[src/rtl/vga_sync_ctrl.sv]
// 640x480@60 Hz VGA timing generator: pixel-enable divider, position counters,
// horizontal phase FSM and sync/blank decodes for the pixel memory.
module vga_sync_ctrl #(
    parameter int unsigned DIV   = 2,
    parameter int unsigned H_VIS = 640,
    parameter int unsigned H_FP  = 16,
    parameter int unsigned H_SYN = 96,
    parameter int unsigned H_BP  = 48,
    parameter int unsigned V_VIS = 480,
    parameter int unsigned V_FP  = 10,
    parameter int unsigned V_SYN = 2,
    parameter int unsigned V_BP  = 33
) (
    input  logic       Clk,
    input  logic       reset,
    input  logic       en,
    output logic       pix_tick,
    output logic [9:0] Posx,
    output logic [9:0] Posy,
    output logic       hsync,
    output logic       vsync,
    output logic       video_on,
    output logic       frame_start
);

    localparam int unsigned H_TOT = H_VIS + H_FP + H_SYN + H_BP;
    localparam int unsigned V_TOT = V_VIS + V_FP + V_SYN + V_BP;
    localparam int unsigned DW    = (DIV > 1) ? $clog2(DIV) : 1;

    localparam logic [DW-1:0] DIV_LAST = DW'(DIV - 1);
    localparam logic [9:0]    X_LAST   = 10'(H_TOT - 1);
    localparam logic [9:0]    Y_LAST   = 10'(V_TOT - 1);
    localparam logic [9:0]    X_FRONT  = 10'(H_VIS);
    localparam logic [9:0]    X_SYNC   = 10'(H_VIS + H_FP);
    localparam logic [9:0]    X_BACK   = 10'(H_VIS + H_FP + H_SYN);
    localparam logic [9:0]    Y_VIS    = 10'(V_VIS);
    localparam logic [9:0]    Y_SYN0   = 10'(V_VIS + V_FP);
    localparam logic [9:0]    Y_SYN1   = 10'(V_VIS + V_FP + V_SYN);

    typedef enum logic [1:0] {
        H_ACTIVE,
        H_FRONT,
        H_SYNC,
        H_BACK
    } h_state_t;

    h_state_t      h_state;
    h_state_t      h_nxt;
    logic [DW-1:0] div_cnt;
    logic          wrap_q;
    logic          line_end;
    logic          frame_end;
    logic [9:0]    posx_nxt;
    logic [9:0]    posy_nxt;

    // Next position and phase, applied only on edges that consume a pixel tick.
    always_comb begin
        line_end  = (Posx == X_LAST);
        frame_end = line_end && (Posy == Y_LAST);
        posx_nxt  = line_end ? 10'd0 : Posx + 10'd1;
        posy_nxt  = Posy;
        if (frame_end) begin
            posy_nxt = 10'd0;
        end else if (line_end) begin
            posy_nxt = Posy + 10'd1;
        end
        h_nxt = h_state;
        if (posx_nxt == 10'd0) begin
            h_nxt = H_ACTIVE;
        end else if (posx_nxt == X_FRONT) begin
            h_nxt = H_FRONT;
        end else if (posx_nxt == X_SYNC) begin
            h_nxt = H_SYNC;
        end else if (posx_nxt == X_BACK) begin
            h_nxt = H_BACK;
        end
    end

    always_ff @(posedge Clk) begin
        if (reset) begin
            div_cnt     <= '0;
            pix_tick    <= 1'b0;
            Posx        <= 10'd0;
            Posy        <= 10'd0;
            h_state     <= H_ACTIVE;
            wrap_q      <= 1'b0;
            frame_start <= 1'b0;
        end else if (en) begin
            div_cnt  <= (div_cnt == DIV_LAST) ? '0 : div_cnt + 1'b1;
            pix_tick <= (div_cnt == DIV_LAST);
            // wrap_q survives an en=0 gap so a pending frame_start is not lost.
            wrap_q      <= pix_tick && frame_end;
            frame_start <= wrap_q;
            if (pix_tick) begin
                Posx    <= posx_nxt;
                Posy    <= posy_nxt;
                h_state <= h_nxt;
            end
        end else begin
            pix_tick    <= 1'b0;
            frame_start <= 1'b0;
        end
    end

    assign hsync    = (h_state != H_SYNC);
    assign vsync    = !((Posy >= Y_SYN0) && (Posy < Y_SYN1));
    assign video_on = (Posx < X_FRONT) && (Posy < Y_VIS);

endmodule

[config.mk]
export PLATFORM = sky130hd
export DESIGN_NAME = vga_sync_ctrl
export DESIGN_NICKNAME = d
export VERILOG_FILES = /design/src/rtl/vga_sync_ctrl.sv
export SDC_FILE = /design/constraint.sdc
export NUM_CORES = 1
export LEC_CHECK = 0
export BUFFER_PORTS_ARGS = -buffer_cell sky130_fd_sc_hd__buf_2
export CORE_UTILIZATION = 45
export CTS_BUF_LIST = sky130_fd_sc_hd__clkbuf_16
export DETAILED_ROUTE_END_ITERATION = 8
export GPL_TIMING_DRIVEN = 0
export HOLD_SLACK_MARGIN = 0.05
export PLACE_DENSITY = 0.76
export SETUP_SLACK_MARGIN = 0.4
export SYNTH_ARGS = -nofsm -noshare
export SYNTH_HDL_FRONTEND = slang
export SYNTH_SLANG_ARGS = --single-unit
[constraint.sdc]
create_clock -name Clk -period 2.7 [get_ports Clk]
set_input_delay 0.135 -clock Clk [delete_from_list [all_inputs] [get_ports Clk]]
set_output_delay 0.135 -clock Clk [all_outputs]
set_load 0.01 [all_outputs]
# After elaboration in Yosys (flattened, before gate mapping)

Index checks and enable logic that the tools add are counted.

Output and inout port bits: 25
Register bits: 26
Input port bits: 3

Eq/ne operators: 6
$lt $le $gt $ge: 4
Mux-type cells: 8
Reduce and logical (&&, ||, !) cells: 12
Bitwise operators: 1
$add $sub $neg: 3

Operators with widths:

| cell                                                                          | number |
|---|---|
| 10-bit equality test, second input constant                                   | 5 |
| 10-bit 2-to-1 mux                                                             | 3 |
| 10-bit by 1-bit adder with 10-bit output, second input constant               | 2 |
| 10-bit by 9-bit less-than comparator with 1-bit output, second input constant | 2 |
| 10-bit by 9-bit >= comparator with 1-bit output, second input constant        | 1 |
| 10-bit zero test                                                              | 1 |
| 10-bit less-than comparator, second input constant                            | 1 |
| 2-bit 2-to-1 mux                                                              | 4 |
| 3-bit AND reduction                                                           | 2 |
| 1-bit logical AND                                                             | 4 |
| 4-bit nonzero test                                                            | 1 |
| 2-bit != test, second input constant                                          | 1 |
| 2-bit AND reduction                                                           | 1 |
| 2-bit nonzero test                                                            | 1 |
| 2-bit OR reduction                                                            | 1 |
| 1-bit adder, second input constant                                            | 1 |
| 1-bit zero test                                                               | 1 |
| 1-bit 2-to-1 mux                                                              | 1 |
| 1-bit NOT                                                                     | 1 |

# Depth between registers and ports, before layout

Gate-level depths: netlist (run 1).

Word-level depth: 7
Depth in mapped cells: 7
Mapped depth without buffers: 7

# Worst setup path before layout (run 1)

OpenSTA, ideal clock, no wires.

Path kind: register to register
Start point: register Posx[0]
End point: register h_state[0]
Required time: 2.614 ns
Clock period less this slack: 2.389 ns
Arrival: 2.302 ns
Path slack: 0.311 ns
Library setup time: 0.086 ns
Stages on the path, launching flop included: 8
Path through: dfxtp_1 -> ha_1 -> nand4_2 -> or3_1 -> o21ai_2 -> xor2_1 -> or4b_4 -> a221oi_2

Cells in the longest elaborated chain, start to end: 6
Elaborated cells on any way between the ends: 12

RTL lines:

| element                                                                          | line   | RTL |
|---|---|---|
| from (decl)                                                                      | 18     | `output logic [9:0] Posx,` |
| from (signal assigned)                                                           | 95     | `Posx <= posx_nxt;` |
| 10-bit by 1-bit adder with 10-bit output or 10-bit equality test (tied branches) | 60, 58 |  |
| 10-bit 2-to-1 mux (*)                                                            | 60     | `posx_nxt = line_end ? 10'd0 : Posx + 10'd1;` |
| 10-bit equality test                                                             | 72     | `end else if (posx_nxt == X_SYNC) begin` |
| 2-bit 2-to-1 mux                                                                 | 72     |  |
| 2-bit 2-to-1 mux                                                                 | 70     | `end else if (posx_nxt == X_FRONT) begin` |
| 2-bit 2-to-1 mux                                                                 | 68     | `if (posx_nxt == 10'd0) begin` |
| to (signal assigned)                                                             | 97     | `h_state <= h_nxt;` |
| to (decl)                                                                        | 47     | `h_state_t h_state;` |

Every way passes the cells marked *; elsewhere a longest branch is shown, timed or not.
A chain may end at the register's enable or synchronous reset.

# Final worst setup path (run 1)

Start point: register Posx[7]
End point: register h_state[0]

The elaborated chain is that of the path after synthesis.

==> results.sh, run 1 <==
export IMPL_ir_worst_vdd_v=0.0003712
export IMPL_post_place_ws_ns=0.2645
export IMPL_routed_via_count=1419
export IMPL_final_setup_viol_count=0
export IMPL_synth_xor_area_share_pct=9.859
export IMPL_power_density_nw_per_um2=430.5
export IMPL_ys_ff_latch=26
export IMPL_die_w_microns=59.93
export IMPL_synth_ff_type="dfxtp_1"
export IMPL_pwr_share_clk_pct=51.7
export IMPL_synthSimpleGateAreaFrac_pct=35.54
export IMPL_arrival_ns=2.46
export IMPL_synth_seq_area_share_pct=34.47
export IMPL_leakagePower_nw=0.7973
export IMPL_cts_root_buf="clkbuf_16"
export IMPL_initial_core_util_pct=48.28
export IMPL_overflow=0
export IMPL_synth_adder_area_share_pct=3.314
export IMPL_vias_per_cell=5.395
export IMPL_n_fill_cell=278
export IMPL_path_clk_slew_ns=0.07
export IMPL_yosysTopAreaCell="dfxtp_1"
export IMPL_maxSlewHeadroom_pct=67.08
export IMPL_p_seq_share_pct=46.1
export IMPL_drt_first_pass_iters=4
export IMPL_power_share_switching_pct=18.28
export IMPL_r2r_start="Posx[7]"
export IMPL_multi_input_area_sq_um=994.7
export IMPL_min_period_ns=2.281
export IMPL_rsz0062_at_grt="yes"
export IMPL_final_cell_mix="buf_2, nor2_1, dfxtp_1"
export IMPL_cts_hold_buf=0
export IMPL_synth_edff_count=0
export IMPL_routed_wl_microns=3455
export IMPL_hold_viol=0
export IMPL_grt_use_total_pct=20.94
export IMPL_die_y_microns=59.93
export IMPL_drtIter0Drc=92
export IMPL_synth_cells=180
export IMPL_fin_worst_skew_ns=0.003721
export IMPL_cp_start_kind="flop"
export IMPL_worstPathMaxFanout=4
export IMPL_worstMarginPinSlew_ns=0.4939
export IMPL_holdWs_ns=0.06971
export IMPL_finalCritPeriodShare_pct=84.47
export IMPL_final_cells=263
export IMPL_yosys_warnings=0
export IMPL_comb_power_share_pct=2.2
export IMPL_fin_util_pct=62.36
export IMPL_synth_top_family_by_area="simple AND/OR/NAND/NOR gates"
export IMPL_synth_top_area_share_pct=34.47
export IMPL_power_switching_mw=0.1535
export IMPL_critPathLaunch="Posx[7]"
export IMPL_cts_sinks=26
export IMPL_mostFrequentLayoutCell="buf_2"
export IMPL_clock_path_buffers=2
export IMPL_synthTopCellsByArea="dfxtp_1, xor2_1, nor2_1"
export IMPL_setup_tns_ns=0
export IMPL_gp_congestion=0.8268
export IMPL_maxCapViolations=0
export IMPL_grt_pass1_vias=1271
export IMPL_coreArea_sq_um=3128
export IMPL_drive_gt1_share_pct=30.14
export IMPL_fmax_ghz=0.4385
export IMPL_diodes=0
export IMPL_worstHoldPathType="input pin to flop"
export IMPL_syn_to_final_growth_pct=29.16
export IMPL_synth_area_mux_share_pct=1.408
export IMPL_cts_made_buffers=3
export IMPL_htree_num_levels=1
export IMPL_holdCritStartpoint="reset"
export IMPL_status="complete, no violations"
export IMPL_grt_pass1_wl_microns=5727
export IMPL_remaining_drc_errors=0
export IMPL_reg2reg_depth=7
export IMPL_final_seq_area_sq_um=530.5
export IMPL_slew_violations=0
export IMPL_avgSynthCellArea_sq_um=8.390
export IMPL_synth_compound_area_share_pct=11.68
export IMPL_synthesis_nets=187
export IMPL_antenna_found_initial=0
export IMPL_nets=227
export IMPL_detail_route_antenna_nets=0
export IMPL_wire_per_inst_microns=13.14
export IMPL_internal_power_mw=0.6862
export IMPL_clk_latency_ns=0.26
export IMPL_place_hpwl_microns=2388
export IMPL_fin_ws_ns=0.4193
export IMPL_worstPathRequired_ns=2.88
export IMPL_cts_tree="done"
export IMPL_numPlacedInstances=251
export IMPL_num_rows=20
export IMPL_crit_type="flop to flop"
export IMPL_die_area_sq_um=3592
export IMPL_port_buffers=27
export IMPL_grt_max_degree=16
export IMPL_setup_worst_path_end_class="flop"
export IMPL_synth_cell_type_count=48
export IMPL_syn_cell_area_sq_um=1510
export IMPL_synthArstFlopShare_pct=0
export IMPL_io_pins=28
export IMPL_min_path_cells=2
## critical path: stages (launching register included)
cell and delay [ns]:
dfxtp_2 0.32, buf_6 0.11, or3b_4 0.37, or3_4 0.42, o21ai_4 0.09, xor2_2 0.09
or4b_4 0.56, a221oi_2 0.24
## routing by layer
layer	track usage [%]	routed length (microns)
met1	27.02	1610
met2	36.03	1705
met3	3.896	133
met4	4.651	6
met5	0	0
## synthesized netlist by cell type, types with 2 or more instances
cell,count
dfxtp_1,26
nor2_1,22
nand2_1,19
xor2_1,10
nor3_1,9
a21oi_1,7
xnor2_1,7
buf_2,6
nand3_1,6
nand4_1,6
and2_1,5
and3_1,5
inv_1,5
ha_1,4
a211oi_1,3
nand2b_1,3
clkbuf_1,2
nand3b_1,2
nor3_2,2
nor4_1,2
o211a_1,2
## through the flow
stage,area [sq um],power [mW]
after floorplan,1523,0.4078
final,1951,0.8397
after global routing,1951,0.8665
after global placement,1713,0.4152
after detailed placement,1713,0.4154
after CTS,1858,0.8512
## power by group through the flow
stage | clock (mW) | sequential (mW) | combinational, mW
after floorplan | 0 | 0.397 | 0.0108
after global placement | 0 | 0.397 | 0.0185
after detailed placement | 0 | 0.397 | 0.0187
after CTS | 0.444 | 0.388 | 0.0189
after global routing | 0.459 | 0.387 | 0.0207
final | 0.434 | 0.387 | 0.0188
## path summary, 6_finish.rpt
check	slack, ns	endpoint
hold reg to reg	0.48	wrap_q
hold / removal	0.07	Posx[8]
setup reg to reg	0.42	h_state[0]
setup / recovery	0.42	h_state[0]
## flip-flops by register name (all words and copies together) (netlist names)
signal / cells
Posx: 10
Posy: 10
h_state: 2
div_cnt: 1
frame_start: 1
pix_tick: 1
wrap_q: 1
## cell type report
type | instances | area share (%)
buffer | 8 | 2.630
clock buffer | 3 | 3.849
clock inverter | 1 | 1.539
inverter | 5 | 0.9622
multi-input combinational | 141 | 50.99
sequential | 26 | 27.20
tap | 44 | 2.822
timing repair buffer | 35 | 10.01
## what timing repair did
action / CTS / global route
setup endpoints to repair: 2 / 12
pin swaps: 1 / 7
resized for setup: 6 / 12
setup buffers: 2 / 6
## cell families (layout without fill, tap and decap cells)
family	after synthesis	in the layout
and+or+nand+nor	94	94
DFF	26	26
AOI/OAI and AO/OA	24	24
xor gates and xnor gates	17	17
buffers and inverters	13	52
adders and majority gates	4	4
muxes	2	2
Note: power is estimated with default switching activity, not from simulation.
==> run 2, diff against run 1 <==
Settings changed: PLACE_DENSITY 0.76 to 0.78.
Clock period 2.7 ns to 2 ns, I/O delays scaled along.
==> run 2 against run 1 <==
Compared with the run above: design area increased by 6.2%; critical endpoint unchanged; the run now ends with setup timing left; largest cell class unchanged; fmax up 2.1%; sequential share of layout area fell by 1.3 points.
==> results.sh, run 2 (synthesis results as in run 1) <==
export IMPL_overflow=0
export IMPL_drive_gt1_share_pct=35.24
export IMPL_min_period_ns=2.234
export IMPL_top_regs="Posx (10), Posy (10), h_state (2)"
export IMPL_final_seq_area_sq_um=536.8
export IMPL_routed_via_count=1456
export IMPL_vias_per_cell=5.373
export IMPL_post_place_ws_ns=-0.3272
export IMPL_die_area_sq_um=3592
export IMPL_final_cells=271
export IMPL_drtIter0Drc=80
export IMPL_num_rows=20
export IMPL_holdCritStartpoint="en"
export IMPL_maxCapViolations=0
export IMPL_hold_viol=0
export IMPL_r2r_start="Posx[9]"
export IMPL_cpMaxStageDelayCell="or4b_4"
export IMPL_crit_type="flop to flop"
export IMPL_power_mw=1.086
export IMPL_syn_to_final_growth_pct=37.12
export IMPL_setup_tns_ns=-0.3928
export IMPL_path_clk_slew_ns=0.07
export IMPL_io_pins=28
export IMPL_routed_wl_microns=3768
export IMPL_holdWs_ns=0.1511
export IMPL_gp_congestion=0.8296
export IMPL_ir_worst_vdd_v=0.0003861
export IMPL_detail_route_antenna_nets=0
export IMPL_grt_util_met1_pct=25.99
export IMPL_slew_violations=0
export IMPL_clock_path_buffers=2
export IMPL_arrival_ns=2.41
export IMPL_rsz0062_at_grt="yes"
export IMPL_fmax_ghz=0.4475
export IMPL_grt_pass1_vias=1287
export IMPL_grt_max_degree=16
export IMPL_critPathLaunch="Posx[9]"
export IMPL_fin_worst_skew_ns=0.004163
export IMPL_cts_root_buf="clkbuf_16"
export IMPL_grt_pass1_wl_microns=5747
export IMPL_fin_util_pct=66.20
export IMPL_cts_sinks=26
export IMPL_grt_busiest_layer="met2"
export IMPL_die_y_microns=59.93
export IMPL_wire_per_inst_microns=13.90
export IMPL_diodes=0
export IMPL_clk_latency_ns=0.26
export IMPL_power_density_nw_per_um2=524.4
export IMPL_place_hpwl_microns=2362
export IMPL_finalCritPeriodShare_pct=111.7
export IMPL_maxSlewHeadroom_pct=65.38
export IMPL_worstPathRequired_ns=2.18
export IMPL_drt_first_pass_iters=4
export IMPL_grt_use_total_pct=21.45
export IMPL_fin_area_sq_um=2071
export IMPL_n_fill_cell=276
export IMPL_met2_usage_pct=39.05
export IMPL_numPlacedInstances=251
export IMPL_place_area_sq_um=1780
export IMPL_antenna_found_initial=0
export IMPL_final_setup_viol_count=2
export IMPL_leakagePower_nw=0.8261
export IMPL_setup_worst_path_end_class="flop"
export IMPL_timing_critical_path_cells="or3b_4, or3_4, o21ai_4, xor2_1, or4b_4, a221oi_2"
export IMPL_final_cell_mix="buf_2, nor2_1, dfxtp_1"
export IMPL_nets=235
export IMPL_cts_tree="done"
export IMPL_worstMarginPinSlew_ns=0.5194
export IMPL_grtUsageMet3_pct=2.597
export IMPL_remaining_drc_errors=0
export IMPL_htree_num_levels=1
export IMPL_violations="setup timing"
export IMPL_mostFrequentLayoutCell="buf_2"
export IMPL_worst_path_largest_cell_delay_ns=0.56
export IMPL_fin_ws_ns=-0.2345
export IMPL_die_w_microns=59.93
export IMPL_initial_core_util_pct=48.28
export IMPL_coreArea_sq_um=3128
export IMPL_port_buffers=27
export IMPL_worstPathMaxFanout=7
export IMPL_multi_input_area_sq_um=1030
export IMPL_worstHoldPathType="input pin to flop"
export IMPL_status="finished with violations"
export IMPL_cp_start_kind="flop"
export IMPL_cts_made_buffers=3
==> run 2: changes by cell type in the layout (fill, tap and decap cells not counted), sizes merged <==
cell,delta
buf,+10
bufinv,-1
clkbuf,-2
dlygate4sd3,+1
==> run 2: layout make-up <==
cell class | instances | area share, %
multi-input cells | 141 | 49.73
flip-flops and latches | 26 | 25.92
repair buffers | 43 | 12.99
clock buffers | 4 | 4.834
plain buffers | 8 | 2.961
well taps | 44 | 2.659
inverters | 5 | 0.9063
==> run 2: final timing paths <==
check,to,slack (ns),cells after the start
setup / recovery,h_state[0],-0.23,6
setup reg to reg,h_state[0],-0.23,6
hold reg to reg,frame_start,0.50,1
hold / removal,pix_tick,0.15,2
==> run 2: worst max-delay path, delay by kind of cell (launching register included) <==
kind / cells / cell delay [ns]
xor+xnor: 1 / 0.11
simple gates: 3 / 1.31
flops: 1 / 0.41
compound gates: 2 / 0.32
==> run 2: repair_timing <==
item / 4_1_cts / 5_1_grt
endpoints found under the hold margin: 2 / 0
endpoints found under the setup margin: 17 / 17
resized for setup: 6 / 13
buffers inserted: 7 / 8
pin swaps: 4 / 13
hold buffers: 1 / 0
cloned: 0 / 0
==> run 2: where the power goes <==
part / leakage (nW) / total, mW / internal (mW) / switching (mW)
Combinational: 0.563 / 0.0311 / 0.0118 / 0.0194
Clock: 0.0493 / 0.535 / 0.348 / 0.187
Sequential: 0.214 / 0.520 / 0.517 / 0.00267
Total: 0.826 / 1.09 / 0.877 / 0.209
==> run 2: layer usage <==
metal / vias to the layer above / wire length [microns]
met1: 683 / 1650
met3: 7 / 126
met4: 0 / 45
li1: 729 / -
met2: 37 / 1945
met5: - / 0
==> run 3, diff against run 2 <==
Settings changed: CORE_UTILIZATION 45 to 49, GPL_ROUTABILITY_DRIVEN from default to 0, PLACE_DENSITY 0.78 to 0.84.
==> run 3 against run 2 <==
Compared with the run above: the run still ends with setup timing left; critical path depth is 1 higher; die area decreased by 7.9%; flip-flop and latch count stayed put; final cell count shrank 5.9%; sequential power barely moved; wire length rose by 1.8%; critical endpoint unchanged.
==> results.sh, run 3 (synthesis results as in run 1) <==
export IMPL_min_period_ns=2.244
export IMPL_cts_sinks=26
export IMPL_grt_pass1_wl_microns=6134
export IMPL_p_seq_share_pct=51.9
export IMPL_fin_worst_skew_ns=0.001897
export IMPL_numPlacedInstances=238
export IMPL_multi_input_area_sq_um=1039
export IMPL_antenna_found_initial=0
export IMPL_ir_worst_vdd_v=0.0006883
export IMPL_io_pins=28
export IMPL_worstPathMaxFanout=2
export IMPL_pwr_share_clk_pct=45.0
export IMPL_top_regs="Posx (10), Posy (10), h_state (2)"
export IMPL_power_mw=1.002
export IMPL_final_cell_mix="buf_2, nor2_1, dfxtp_1"
export IMPL_setup_tns_ns=-0.4407
export IMPL_final_cells=255
export IMPL_remaining_drc_errors=0
export IMPL_htree_num_levels=1
export IMPL_internal_power_mw=0.7962
export IMPL_slew_violations=0
export IMPL_syn_to_final_growth_pct=31.90
export IMPL_status="finished with violations"
export IMPL_drive_gt1_share_pct=33.93
export IMPL_power_density_nw_per_um2=503.2
export IMPL_path_clk_slew_ns=0.07
export IMPL_grt_max_degree=15
export IMPL_overflow=0
export IMPL_mostFrequentLayoutCell="buf_2"
export IMPL_place_area_sq_um=1764
export IMPL_die_area_sq_um=3308
export IMPL_initial_core_util_pct=53.38
export IMPL_port_buffers=27
export IMPL_comb_power_share_pct=3.1
export IMPL_hold_viol=0
export IMPL_grt_pass1_vias=1334
export IMPL_wire_per_inst_microns=15.04
export IMPL_critPathLaunch="Posx[7]"
export IMPL_drtIter0Drc=91
export IMPL_fin_area_sq_um=1992
export IMPL_final_seq_area_sq_um=535.5
export IMPL_detail_route_antenna_nets=0
export IMPL_violations="setup timing"
export IMPL_diodes=0
export IMPL_cts_root_buf="clkbuf_16"
export IMPL_fin_ws_ns=-0.2441
export IMPL_drt_first_pass_iters=6
export IMPL_final_setup_viol_count=2
export IMPL_place_hpwl_microns=2376
export IMPL_routed_wl_microns=3834
export IMPL_worstHoldPathType="input pin to flop"
export IMPL_n_fill_cell=234
export IMPL_worst_r2r_setup_slack_ns=-0.24
export IMPL_r2r_start="Posx[7]"
export IMPL_reg2reg_depth=7
export IMPL_clk_latency_ns=0.26
export IMPL_vias_per_cell=5.875
export IMPL_power_switching_mw=0.2061
export IMPL_num_rows=19
export IMPL_r2r_end="h_state[0]"
export IMPL_setup_worst_path_end="h_state[0]"
export IMPL_power_share_switching_pct=20.56
export IMPL_die_w_microns=57.52
export IMPL_maxCapViolations=0
export IMPL_worstMarginPinSlew_ns=0.5130
export IMPL_leakagePower_nw=0.8111
export IMPL_clock_path_buffers=2
export IMPL_worstPathRequired_ns=2.18
export IMPL_coreArea_sq_um=2829
export IMPL_die_y_microns=57.52
export IMPL_arrival_ns=2.42
export IMPL_cts_made_buffers=3
export IMPL_rsz0062_at_grt="yes"
export IMPL_setup_worst_path_end_class="flop"
export IMPL_maxSlewHeadroom_pct=65.80
export IMPL_crit_type="flop to flop"
export IMPL_grt_use_total_pct=23.60
export IMPL_fmax_ghz=0.4456
export IMPL_fin_util_pct=70.41
export IMPL_finalCritPeriodShare_pct=112.2
export IMPL_cts_tree="done"
export IMPL_routed_via_count=1498
export IMPL_cp_start_kind="flop"
export IMPL_nets=232
## run 3: layout make-up
class / count / area share (%)
plain buffers: 8 / 2.701
clock buffers: 3 / 3.769
clock inverters: 1 / 0.1884
inverters: 5 / 0.9422
multi-input cells: 142 / 52.14
flip-flops and latches: 26 / 26.88
well taps: 31 / 1.947
repair buffers: 39 / 11.43
## run 3: power by group through the flow
stage                     Combinational, mW  Sequential, mW  Clock [mW]
after floorplan                      0.0158           0.535           0
after global placement               0.0261           0.535           0
after detailed placement             0.0263           0.535           0
after CTS                            0.0302           0.522       0.451
after global routing                 0.0340           0.520       0.474
final                                0.0310           0.520       0.451
## run 3: worst min path at each step
stage | from | to | cells past startpoint
floorplan | reset | h_state[0] | 1
global placement | reset | h_state[0] | 2
detailed placement | reset | h_state[0] | 2
CTS | en | pix_tick | 2
global route | en | pix_tick | 2
finish | en | pix_tick | 2
## run 3: stage by stage
step | setup WS (ns) | hold slack, ns
after detailed placement | -0.3200 | 0.3096
after floorplan | -0.2695 | 0.1662
final | -0.2441 | 0.1675
after CTS | -0.2350 | 0.1469
after global routing | -0.2979 | 0.1835
after global placement | -0.3104 | 0.3107
## run 3: what timing repair did
| action | CTS | global route |
|---|---|---|
| setup buffers | 7 | 4 |
| pin swaps | 9 | 9 |
| cloned | 1 | 0 |
| hold buffers | 1 | 0 |
| endpoints found under the hold margin | 2 | 0 |
| setup endpoints to repair | 16 | 18 |
| gates resized for setup | 6 | 8 |
## run 3: routing by layer
metal / routed length (microns) / global-route usage [%]
met5: 0 / 0
met4: 81 / 6.620
met3: 218 / 4.082
met2: 1924 / 42.69
met1: 1611 / 28.49
## run 3: critical path, cell delays in order (launching register included)
cell and delay, ns:
dfxtp_2 0.32, buf_6 0.11, or3b_4 0.38, or3_4 0.42, o21ai_4 0.09, xor2_2 0.10
or4b_4 0.54, a221oi_2 0.21
